[src/rtl/if_pkg.sv]
// Shared types for the prefetch instruction-fetch stage: queue entry layout,
// fetch FSM states and the JAL immediate decoder used by the optional predictor.
package if_pkg;

  typedef struct packed {
    logic [31:0] instr;
    logic [31:0] pc;
    logic        br_pred;
  } fetch_entry_t;

  typedef enum logic [1:0] {
    IDLE = 2'd0,
    REQ  = 2'd1,
    DROP = 2'd2
  } fetch_state_t;

  // Sign-extended J-type immediate of a JAL instruction.
  function automatic logic [31:0] jal_offset(input logic [31:0] instr);
    return {{11{instr[31]}}, instr[31], instr[19:12], instr[20], instr[30:21], 1'b0};
  endfunction

endpackage

[src/rtl/prefetch_if_stage_if.sv]
// Instruction-cache read bus between the fetch stage (master) and the icache (slave).
// One outstanding request; the response arrives as a single-cycle valid pulse.
interface prefetch_if_stage_if;
  logic        mem_read_o;
  logic [31:0] mem_addr_o;
  logic        mem_valid_i;
  logic [31:0] mem_data_i;

  modport master (output mem_read_o, output mem_addr_o, input mem_valid_i, input mem_data_i);
  modport slave  (input mem_read_o, input mem_addr_o, output mem_valid_i, output mem_data_i);
endinterface

[src/rtl/branch_predictor.sv]
// Static JAL predictor: a fetched JAL is predicted taken to pc + J-immediate.
// Only compiled when IF_BRANCH_PRED_EN is defined.
`ifdef IF_BRANCH_PRED_EN
module branch_predictor
  import if_pkg::*;
(
  input  logic [31:0] instr,
  input  logic [31:0] pc,
  output logic        taken,
  output logic [31:0] target
);
  assign taken  = (instr[6:0] == 7'b1101111);
  assign target = pc + jal_offset(instr);
endmodule
`endif

[src/rtl/fetch_fifo.sv]
// Prefetch queue: power-of-two ring buffer with wrapping pointers and an occupancy count.
// The head entry is read straight out of the registered storage.
module fetch_fifo
  import if_pkg::*;
#(
  parameter int DEPTH = 4
) (
  input  logic                     clk,
  input  logic                     rstn_i,
  input  logic                     flush,
  input  logic                     push,
  input  logic                     pop,
  input  fetch_entry_t             wdata,
  output fetch_entry_t             rdata,
  output logic [$clog2(DEPTH):0]   count
);
  localparam int AW = $clog2(DEPTH);
  localparam int CW = AW + 1;

  fetch_entry_t  mem_q [DEPTH];
  logic [AW-1:0] wr_ptr;
  logic [AW-1:0] rd_ptr;

  // NOTE: storage has no reset; entries are only visible once count covers them.
  always_ff @(posedge clk) begin
    if (push) mem_q[wr_ptr] <= wdata;
  end

  always_ff @(posedge clk or negedge rstn_i) begin
    if (!rstn_i) begin
      wr_ptr <= '0;
      rd_ptr <= '0;
      count  <= '0;
    end else if (flush) begin
      wr_ptr <= '0;
      rd_ptr <= '0;
      count  <= '0;
    end else begin
      if (push) wr_ptr <= wr_ptr + AW'(1);
      if (pop)  rd_ptr <= rd_ptr + AW'(1);
      if (push && !pop)      count <= count + CW'(1);
      else if (pop && !push) count <= count - CW'(1);
    end
  end

  assign rdata = mem_q[rd_ptr];

endmodule

[src/rtl/prefetch_if_stage.sv]
// Prefetch instruction-fetch stage: IDLE/REQ/DROP fetch FSM feeding a fetch_fifo queue.
// Define IF_BRANCH_PRED_EN to steer sequential fetch with the static JAL predictor.
module prefetch_if_stage
  import if_pkg::*;
#(
  parameter int          FIFO_DEPTH = 4,
  parameter logic [31:0] RESET_PC   = 32'h0000_0000
) (
  input  logic                          clk,
  input  logic                          rstn_i,
  input  logic                          flush_i,
  input  logic                          halt_i,
  input  logic                          branch_i,
  input  logic [31:0]                   pc_i,
  input  logic                          ack_i,
  output logic                          valid_o,
  output logic [31:0]                   instr_o,
  output logic [31:0]                   pc_o,
  output logic                          br_pred_o,
  prefetch_if_stage_if.master           mem,
  output logic [$clog2(FIFO_DEPTH):0]   fill_o,
  output logic [31:0]                   dbg_pc_o
);
  localparam int              CW   = $clog2(FIFO_DEPTH) + 1;
  localparam logic [CW-1:0]   FULL = CW'(FIFO_DEPTH);

  fetch_state_t state_q, state_d;
  logic [31:0]  pc_q;
  logic [31:0]  addr_q;
  logic         redirect;
  logic         issue;
  logic         push;
  logic         pop;
  logic         pred_br;
  logic [31:0]  pred_pc;
  fetch_entry_t wr_entry;
  fetch_entry_t head;

  assign redirect = flush_i | branch_i;

`ifdef IF_BRANCH_PRED_EN
  branch_predictor u_bp (
    .instr  (mem.mem_data_i),
    .pc     (pc_q),
    .taken  (pred_br),
    .target (pred_pc)
  );
`else
  assign pred_br = 1'b0;
  assign pred_pc = pc_q + 32'd4;
`endif

  // NOTE: every always_comb output gets a default first so no path infers a latch.
  always_comb begin
    state_d = state_q;
    issue   = 1'b0;
    push    = 1'b0;
    unique case (state_q)
      IDLE: begin
        if (fill_o != FULL && !halt_i && !redirect) begin
          state_d = REQ;
          issue   = 1'b1;
        end
      end
      REQ: begin
        if (mem.mem_valid_i) begin
          state_d = IDLE;
          push    = !redirect;
        end else if (redirect) begin
          state_d = DROP;
        end
      end
      DROP: begin
        if (mem.mem_valid_i) state_d = IDLE;
      end
      default: state_d = IDLE;
    endcase
  end

  // Request address is latched at issue so a redirect never disturbs the bus.
  always_ff @(posedge clk or negedge rstn_i) begin
    if (!rstn_i) begin
      state_q <= IDLE;
      pc_q    <= RESET_PC;
      addr_q  <= '0;
    end else begin
      state_q <= state_d;
      if (issue) addr_q <= pc_q;
      if (redirect)  pc_q <= pc_i;
      else if (push) pc_q <= pred_br ? pred_pc : pc_q + 32'd4;
    end
  end

  assign pop      = valid_o & ack_i & ~flush_i;
  assign wr_entry = '{instr: mem.mem_data_i, pc: addr_q, br_pred: pred_br};

  fetch_fifo #(.DEPTH(FIFO_DEPTH)) u_fifo (
    .clk    (clk),
    .rstn_i (rstn_i),
    .flush  (flush_i),
    .push   (push),
    .pop    (pop),
    .wdata  (wr_entry),
    .rdata  (head),
    .count  (fill_o)
  );

  assign mem.mem_read_o = (state_q != IDLE);
  assign mem.mem_addr_o = mem.mem_read_o ? addr_q : '0;

  assign valid_o   = (fill_o != '0);
  assign instr_o   = valid_o ? head.instr : '0;
  assign pc_o      = valid_o ? head.pc : '0;
  assign br_pred_o = valid_o & head.br_pred;
  assign dbg_pc_o  = pc_q;

endmodule

[src/flat_wrapper.sv]
// flat-port wrapper written by rule: the top's interface ports become plain ports
module prefetch_if_stage_flat import if_pkg::*;
#(
  parameter int          FIFO_DEPTH = 4,
  parameter logic [31:0] RESET_PC   = 32'h0000_0000
)
  (clk, rstn_i, flush_i, halt_i, branch_i, pc_i, ack_i, valid_o, instr_o, pc_o, br_pred_o, fill_o, dbg_pc_o, mem_mem_read_o, mem_mem_addr_o, mem_mem_valid_i, mem_mem_data_i);
  prefetch_if_stage_if mem_i ();
  input  logic clk;
  input  logic rstn_i;
  input  logic flush_i;
  input  logic halt_i;
  input  logic branch_i;
  input  logic [31:0] pc_i;
  input  logic ack_i;
  output logic valid_o;
  output logic [31:0] instr_o;
  output logic [31:0] pc_o;
  output logic br_pred_o;
  output logic [$clog2(FIFO_DEPTH):0] fill_o;
  output logic [31:0] dbg_pc_o;
  output wire logic [$bits(mem_i.mem_read_o)-1:0] mem_mem_read_o;
  output wire logic [$bits(mem_i.mem_addr_o)-1:0] mem_mem_addr_o;
  input wire logic [$bits(mem_i.mem_valid_i)-1:0] mem_mem_valid_i;
  input wire logic [$bits(mem_i.mem_data_i)-1:0] mem_mem_data_i;
  assign mem_mem_read_o = mem_i.mem_read_o;
  assign mem_mem_addr_o = mem_i.mem_addr_o;
  assign mem_i.mem_valid_i = mem_mem_valid_i;
  assign mem_i.mem_data_i = mem_mem_data_i;
  prefetch_if_stage #(.FIFO_DEPTH(FIFO_DEPTH), .RESET_PC(RESET_PC)) u_core (.clk(clk), .rstn_i(rstn_i), .flush_i(flush_i), .halt_i(halt_i), .branch_i(branch_i), .pc_i(pc_i), .ack_i(ack_i), .valid_o(valid_o), .instr_o(instr_o), .pc_o(pc_o), .br_pred_o(br_pred_o), .mem(mem_i), .fill_o(fill_o), .dbg_pc_o(dbg_pc_o));
endmodule
[config.mk]
export PLATFORM = sky130hd
export DESIGN_NAME = prefetch_if_stage_flat
export DESIGN_NICKNAME = d
export VERILOG_FILES = /design/src/rtl/if_pkg.sv /design/src/rtl/prefetch_if_stage_if.sv /design/src/rtl/branch_predictor.sv /design/src/rtl/fetch_fifo.sv /design/src/rtl/prefetch_if_stage.sv /design/src/flat_wrapper.sv
export SDC_FILE = /design/constraint.sdc
export NUM_CORES = 1
export LEC_CHECK = 0
export ABC_AREA = 0
export CAP_MARGIN = 30
export CORE_MARGIN = 1.5
export CORE_UTILIZATION = 25
export CTS_BUF_LIST = sky130_fd_sc_hd__clkbuf_2 sky130_fd_sc_hd__clkbuf_4 sky130_fd_sc_hd__clkbuf_8
export DETAILED_ROUTE_END_ITERATION = 6
export GPL_ROUTABILITY_DRIVEN = 0
export PLACE_DENSITY = 0.49
export SYNTH_ARGS = -nofsm -noshare
export SYNTH_HDL_FRONTEND = slang
export SYNTH_SLANG_ARGS = --single-unit
[constraint.sdc]
create_clock -name clk -period 6.38 [get_ports clk]
set_input_delay 1.276 -clock clk [delete_from_list [all_inputs] [get_ports clk]]
set_output_delay 1.276 -clock clk [all_outputs]
set_load 0.005 [all_outputs]
==> results.sh, run 1 <==
export IMPL_status="finished clean"
export IMPL_synth_area_um2=13500
export IMPL_ctsHoldBuffers=0
export IMPL_grt_max_degree=57
export IMPL_multiInputGateArea_um2=3750
export IMPL_cts_resized=0
export IMPL_cp_max_fo=29
export IMPL_synth_adder_area_share=0.00614
export IMPL_synth_flop_cell="edfxtp_1"
export IMPL_port_buffers=203
export IMPL_cp_end_kind="primary output"
export IMPL_worst_ep_required_time_ns=5.10
export IMPL_route_detailed_vias_per_inst=4.44
export IMPL_power_mw=6.16
export IMPL_wirelength_met1_mm=16.8
export IMPL_syn_avg_cell_area_um2=17.1
export IMPL_tns_ns=0
export IMPL_setup_viol_count_final=0
export IMPL_synth_xor_area_frac=0.00976
export IMPL_setup_ws_ns=1.92
export IMPL_path_clk_slew_ns=0.06
export IMPL_wl_mm=36.2
export IMPL_cp_top_family="buffers and inverters"
export IMPL_antenna_found_initial=2
export IMPL_insertion_delay_ns=0.63
export IMPL_yosysSeqAreaShare=0.707
export IMPL_routedWlPerCell_um=20.7
export IMPL_synth_cell_types=50
export IMPL_core_um2=52900
export IMPL_worst_slew_pin_slew_ns=0.882
export IMPL_ys_warn_count=0
export IMPL_drc=0
export IMPL_crit_buf_inv=2
export IMPL_critical_path_slowest_cell="dfrtp_4"
export IMPL_hpwl_mm=23.3
export IMPL_dieHeight_um=235
export IMPL_rsz0062_at_grt="no"
export IMPL_grt_overflow=0
export IMPL_critPathArrivalTime_ns=3.19
export IMPL_design_area_um2=17500
export IMPL_seqCellArea_um2=9520
export IMPL_cts_buffer_depth=3
export IMPL_met3WireLength_mm=2.01
export IMPL_synthTopCellsByArea="edfxtp_1, dfrtp_1, mux4_2"
export IMPL_dp_cells=1644
export IMPL_synth_simple_area_share=0.0969
export IMPL_leakagePower_nw=5.79
export IMPL_placed_cell_area_um2=16400
export IMPL_grt_pass1_vias=8212
export IMPL_h_tree_depth=2
export IMPL_max_cap_viol_count=0
export IMPL_drt_iter0_markers=404
export IMPL_synth_nets=862
export IMPL_cts_root_buf="clkbuf_8"
export IMPL_hold_ws_ns=0.505
export IMPL_startpoint_type="register"
export IMPL_ioPinCount=205
export IMPL_synthMuxAreaShare=0.134
export IMPL_fin_worst_skew_ns=0.0270
export IMPL_final_util=0.331
export IMPL_hold_path_class="reg2reg"
export IMPL_layout_drive_gt1_share=0.206
export IMPL_grt_usage=0.132
export IMPL_wl_met2_mm=16.7
export IMPL_netlist_area_leader_share=0.571
export IMPL_die_w_um=235
export IMPL_ant_nets=0
export IMPL_stdcell_count=1752
export IMPL_postCtsSetupRepairBufs=0
export IMPL_row_count=84
export IMPL_synth_top_family_by_area="multiplexers"
export IMPL_firstDrtPassIters=5
export IMPL_grt_pass1_wl_mm=54.6
export IMPL_async_flop_share=0.222
export IMPL_slowest_delay_ns=0.82
export IMPL_irDropWorstVdd_v=0.000138
export IMPL_start_util=0.255
export IMPL_final_hold_violation_count=0
export IMPL_numCtsBuffers=57
export IMPL_synth_area_leader_cell="edfxtp_1"
export IMPL_layout_min_cycle_time_ns=4.46
export IMPL_synth_compound_area_frac=0.0294
export IMPL_power_density_nw_per_um2=352
export IMPL_area_delta_synth_final_pct=30.2
export IMPL_crit_chain="buf_4, mux4_2, and2_1, clkdlybuf4s50_1"
export IMPL_dieArea_um2=55200
export IMPL_synth_seq_cells=329
export IMPL_cts_tree="built"
export IMPL_fillers=5142
export IMPL_clock_sink_count=329
export IMPL_max_slew_margin=0.404
export IMPL_num_vias=7781
export IMPL_slew_violations=0
export IMPL_critical_path_class="reg2out"
export IMPL_synth_edf_count=256
export IMPL_post_place_ws_ns=2.30
export IMPL_synth_most_common_cell="edfxtp_1"
export IMPL_fmax_mhz=224
export IMPL_nets=1092
export IMPL_ys_top_cells_by_count="edfxtp_1, and2_1, dfrtp_1, mux4_2, mux2_2"
export IMPL_syn_instance_count=785
export IMPL_post_route_period_util=0.700
export IMPL_top_layer="met5"
worst min-delay path: cells and delay by family, from the launching register on:
family	cells	cell delay, ns
simple gates	2	0.11
flops	1	0.37
cell families (layout without fill, tap and decap cells):
logic type                 Yosys count  after routing
adders and majority gates            6              6
other                                1              2
DFF                                329            329
buffers and inverters               53            331
and+or+nand+nor                    224            224
muxes                               96             96
xor gates and xnor gates            15             15
AOI/OAI and AO/OA                   61             61
layer usage:
metal	vias to the layer above	global-route usage
met3	49	0.0323
li1	3528	-
met5	-	0
met2	232	0.205
met4	2	0.0378
met1	3970	0.182
path summary, 6_finish.rpt:
| kind | startpoint | to | slack [ns] | cells past startpoint |
|---|---|---|---|---|
| worst min-delay path | u_core.dbg_pc_o[1] | u_core.dbg_pc_o[1] | 0.51 | 2 |
| worst min register to register | u_core.dbg_pc_o[1] | u_core.dbg_pc_o[1] | 0.51 | 2 |
| max in group asynchronous | rstn_i | u_core.u_fifo.rd_ptr[0] | 5.24 | 2 |
| min in group asynchronous | rstn_i | u_core.dbg_pc_o[13] | 0.54 | 1 |
| worst max register to register | u_core.state_q[1] | u_core.addr_q[5] | 3.85 | 4 |
| worst max-delay path | u_core.u_fifo.rd_ptr[0] | pc_o[12] | 1.92 | 4 |
layout make-up:
type,instances,share of cell area
multi-input cells,403,0.214
repair buffers,217,0.126
clock buffers,85,0.0578
flip-flops and latches,329,0.543
inverters,7,0.00150
diodes,1,0.000143
clock inverters,22,0.00743
well taps,688,0.0491
state kept, by name (all words and copies together), names as in the netlist:
signal	flops
u_core.u_fifo.mem_q	256
u_core.dbg_pc_o	32
u_core.u_fifo.rd_ptr	2
u_core.u_fifo.wr_ptr	2
u_core.addr_q	32
u_core.u_fifo.count	3
u_core.state_q	2
layout by cell type (no fill, tap or decap), types with 5 or more instances in the layout:
cell type	netlist	routed
mux4_2	64	64
a31oi_1	21	21
edfxtp_1	256	256
or4_1	13	13
o31ai_1	14	14
mux2_2	32	32
nand4_1	6	6
dfrtp_1	73	71
or3_1	7	6
and2_1	96	96
clkdlybuf4s50_1	0	202
nand3_1	14	14
nand2_1	28	28
clkbuf_4	0	25
and3_1	10	6
clkinv_1	0	13
clkinv_2	0	5
clkbuf_8	0	60
nor2_1	27	26
xor2_1	8	8
o21ai_0	14	14
buf_4	1	11
inv_1	7	7
xnor2_1	7	7
ha_1	5	5
power by group:
group / switching (mW) / internal (mW)
combinational: 0.553 / 0.867
clock: 0.858 / 1.06
sequential: 0.285 / 2.54
Note: power is estimated with default switching activity, not from simulation.
==> run 2: changes to the inputs <==
==> constraint.sdc (replaced) <==
create_clock -name clk -period 4.57 [get_ports clk]
set_input_delay 0.914 -clock clk [delete_from_list [all_inputs] [get_ports clk]]
set_output_delay 0.914 -clock clk [all_outputs]
set_load 0.005 [all_outputs]
==> run 2 against run 1 <==
  * Power is 42% higher
  * Final area is 0.19% higher
  * Wire length is 1.9% higher
  * Critical path depth stayed put
  * Die area stayed put
  * Worst hold slack worse by 0.22 ns
  * Register-to-register slack worse by 1.9 ns
  * First-iteration DRC count is 11% higher
  * Sequential power is 39% higher
  * Sequential share of layout area is 0.10 points lower
  * Clock skew is 0.0069 ns lower
==> results.sh, run 2 (synthesized netlist as in run 1, its figures left out) <==
export IMPL_status="finished clean"
export IMPL_layout_min_cycle_time_ns=3.87
export IMPL_max_slew_margin=0.488
export IMPL_ioPinCount=205
export IMPL_start_util=0.255
export IMPL_grt_pass1_wl_mm=54.6
export IMPL_power_density_nw_per_um2=500
export IMPL_grt_pass1_vias=8324
export IMPL_fillers=5096
export IMPL_p_sw_frac=0.272
export IMPL_die_w_um=235
export IMPL_grt_max_degree=64
export IMPL_post_route_period_util=0.846
export IMPL_wl_mm=36.9
export IMPL_final_common_cell="edfxtp_1"
export IMPL_route_detailed_vias_per_inst=4.50
export IMPL_worst_ep_required_time_ns=3.66
export IMPL_hold_ws_ns=0.290
export IMPL_layout_drive_gt1_share=0.202
export IMPL_cts_root_buf="clkbuf_8"
export IMPL_stdcell_count=1751
export IMPL_final_hold_violation_count=0
export IMPL_cp_end_kind="primary output"
export IMPL_hpwl_mm=24.1
export IMPL_leakagePower_nw=5.80
export IMPL_p_int_mw=6.39
export IMPL_irDropWorstVdd_v=0.000236
export IMPL_setup_viol_count_final=0
export IMPL_critical_path_class="reg2out"
export IMPL_final_cell_mix="edfxtp_1, clkdlybuf4s50_1, and2_1"
export IMPL_drc=0
export IMPL_power_switching_mw=2.39
export IMPL_cts_tree="built"
export IMPL_path_clk_slew_ns=0.06
export IMPL_slew_violations=0
export IMPL_p_seq_frac=0.449
export IMPL_worst_slew_pin_slew_ns=0.768
export IMPL_dp_cells=1647
export IMPL_core_um2=52900
export IMPL_largest_reg_flops=256
export IMPL_numCtsBuffers=56
export IMPL_cp_max_fo=18
export IMPL_rsz0062_at_grt="no"
export IMPL_antenna_found_initial=4
export IMPL_max_cap_viol_count=0
export IMPL_postCtsSetupRepairBufs=0
export IMPL_routedWlPerCell_um=21.1
export IMPL_drt_iter0_markers=450
export IMPL_hold_path_class="in2async"
export IMPL_grt_usage=0.133
export IMPL_cts_resized=0
export IMPL_area_delta_synth_final_pct=30.4
export IMPL_p_comb_frac=0.232
export IMPL_port_buffers=203
export IMPL_dieHeight_um=235
export IMPL_fmax_mhz=259
export IMPL_grt_overflow=0
export IMPL_fin_worst_skew_ns=0.0201
export IMPL_power_mw=8.77
export IMPL_cts_buffer_depth=3
export IMPL_clock_power_share=0.319
export IMPL_critPathArrivalTime_ns=2.95
export IMPL_nets=1094
export IMPL_ant_nets=0
export IMPL_regMostFlops="u_core.u_fifo.mem_q"
export IMPL_tns_ns=0
export IMPL_dieArea_um2=55200
export IMPL_startpoint_type="register"
export IMPL_final_util=0.332
export IMPL_h_tree_depth=2
export IMPL_firstDrtPassIters=6
export IMPL_insertion_delay_ns=0.63
export IMPL_num_vias=7872
export IMPL_ctsHoldBuffers=0
export IMPL_row_count=84
export IMPL_clock_sink_count=329
==> run 2: cell types whose count changed in the layout (fill, tap and decap cells not counted), sizes merged <==
cell | before | now
clkinvlp | 2 | 1
diode | 1 | 2
bufinv | 1 | 6
buf | 15 | 18
clkbuf | 85 | 70
clkinv | 18 | 24
==> run 2: final cells by class <==
cell class              count  area (µm²)  area share
multi-input cells         403        3750       0.214
clock inverters            32         297      0.0169
diodes                      2        5.00    0.000285
inverters                   7        26.3     0.00150
repair buffers            220        2220       0.126
clock buffers              70         876      0.0499
well taps                 688         861      0.0490
flip-flops and latches    329        9520       0.542
==> run 2: through the flow <==
stage | setup slack, ns | cell area [µm²]
6_report | 0.704 | 17600
5_1_grt | 0.515 | 17600
4_1_cts | 0.538 | 17600
3_5_place_dp | 1.01 | 16400
3_3_place_gp | 1.07 | 16400
2_1_floorplan | 1.03 | 13500
==> run 2: worst max-delay path: stages (launching register included) <==
cell	delay, ns
dfrtp_4	0.67
buf_4	0.40
mux4_2	0.58
and2_1	0.20
clkdlybuf4s50_1	0.46
==> run 2: path summary, 6_finish.rpt <==
| kind | startpoint | endpoint | slack (ns) | cells after the start |
|---|---|---|---|---|
| min in group clk | u_core.state_q[1] | u_core.state_q[0] | 0.57 | 1 |
| max | u_core.u_fifo.rd_ptr[0] | pc_o[25] | 0.70 | 4 |
| max in group asynchronous | rstn_i | u_core.addr_q[26] | 3.37 | 2 |
| max reg2reg | u_core.state_q[0] | u_core.u_fifo.count[2] | 1.97 | 6 |
| min | rstn_i | u_core.dbg_pc_o[11] | 0.29 | 1 |
| min reg2reg | u_core.state_q[1] | u_core.state_q[0] | 0.57 | 1 |
==> run 2: per-layer routing <==
metal / part of all wire / vias up / routed length [µm] / GRT usage
met3: 0.058 / 53 / 2140 / 0.0315
li1: - / 3535 / - / -
met1: 0.47 / 4032 / 17200 / 0.184
met5: 0.00030 / - / 11 / 0
met2: 0.45 / 250 / 16700 / 0.203
met4: 0.021 / 2 / 777 / 0.0492
==> run 2: power groups by stage <==
stage	Sequential (mW)	Clock [mW]	Combinational, mW
6_report	3.94	2.80	2.03
5_1_grt	4.00	3.02	2.22
4_1_cts	3.95	2.91	2.10
3_5_place_dp	4.02	0	2.09
3_3_place_gp	4.00	0	2.05
2_1_floorplan	3.77	0	1.06
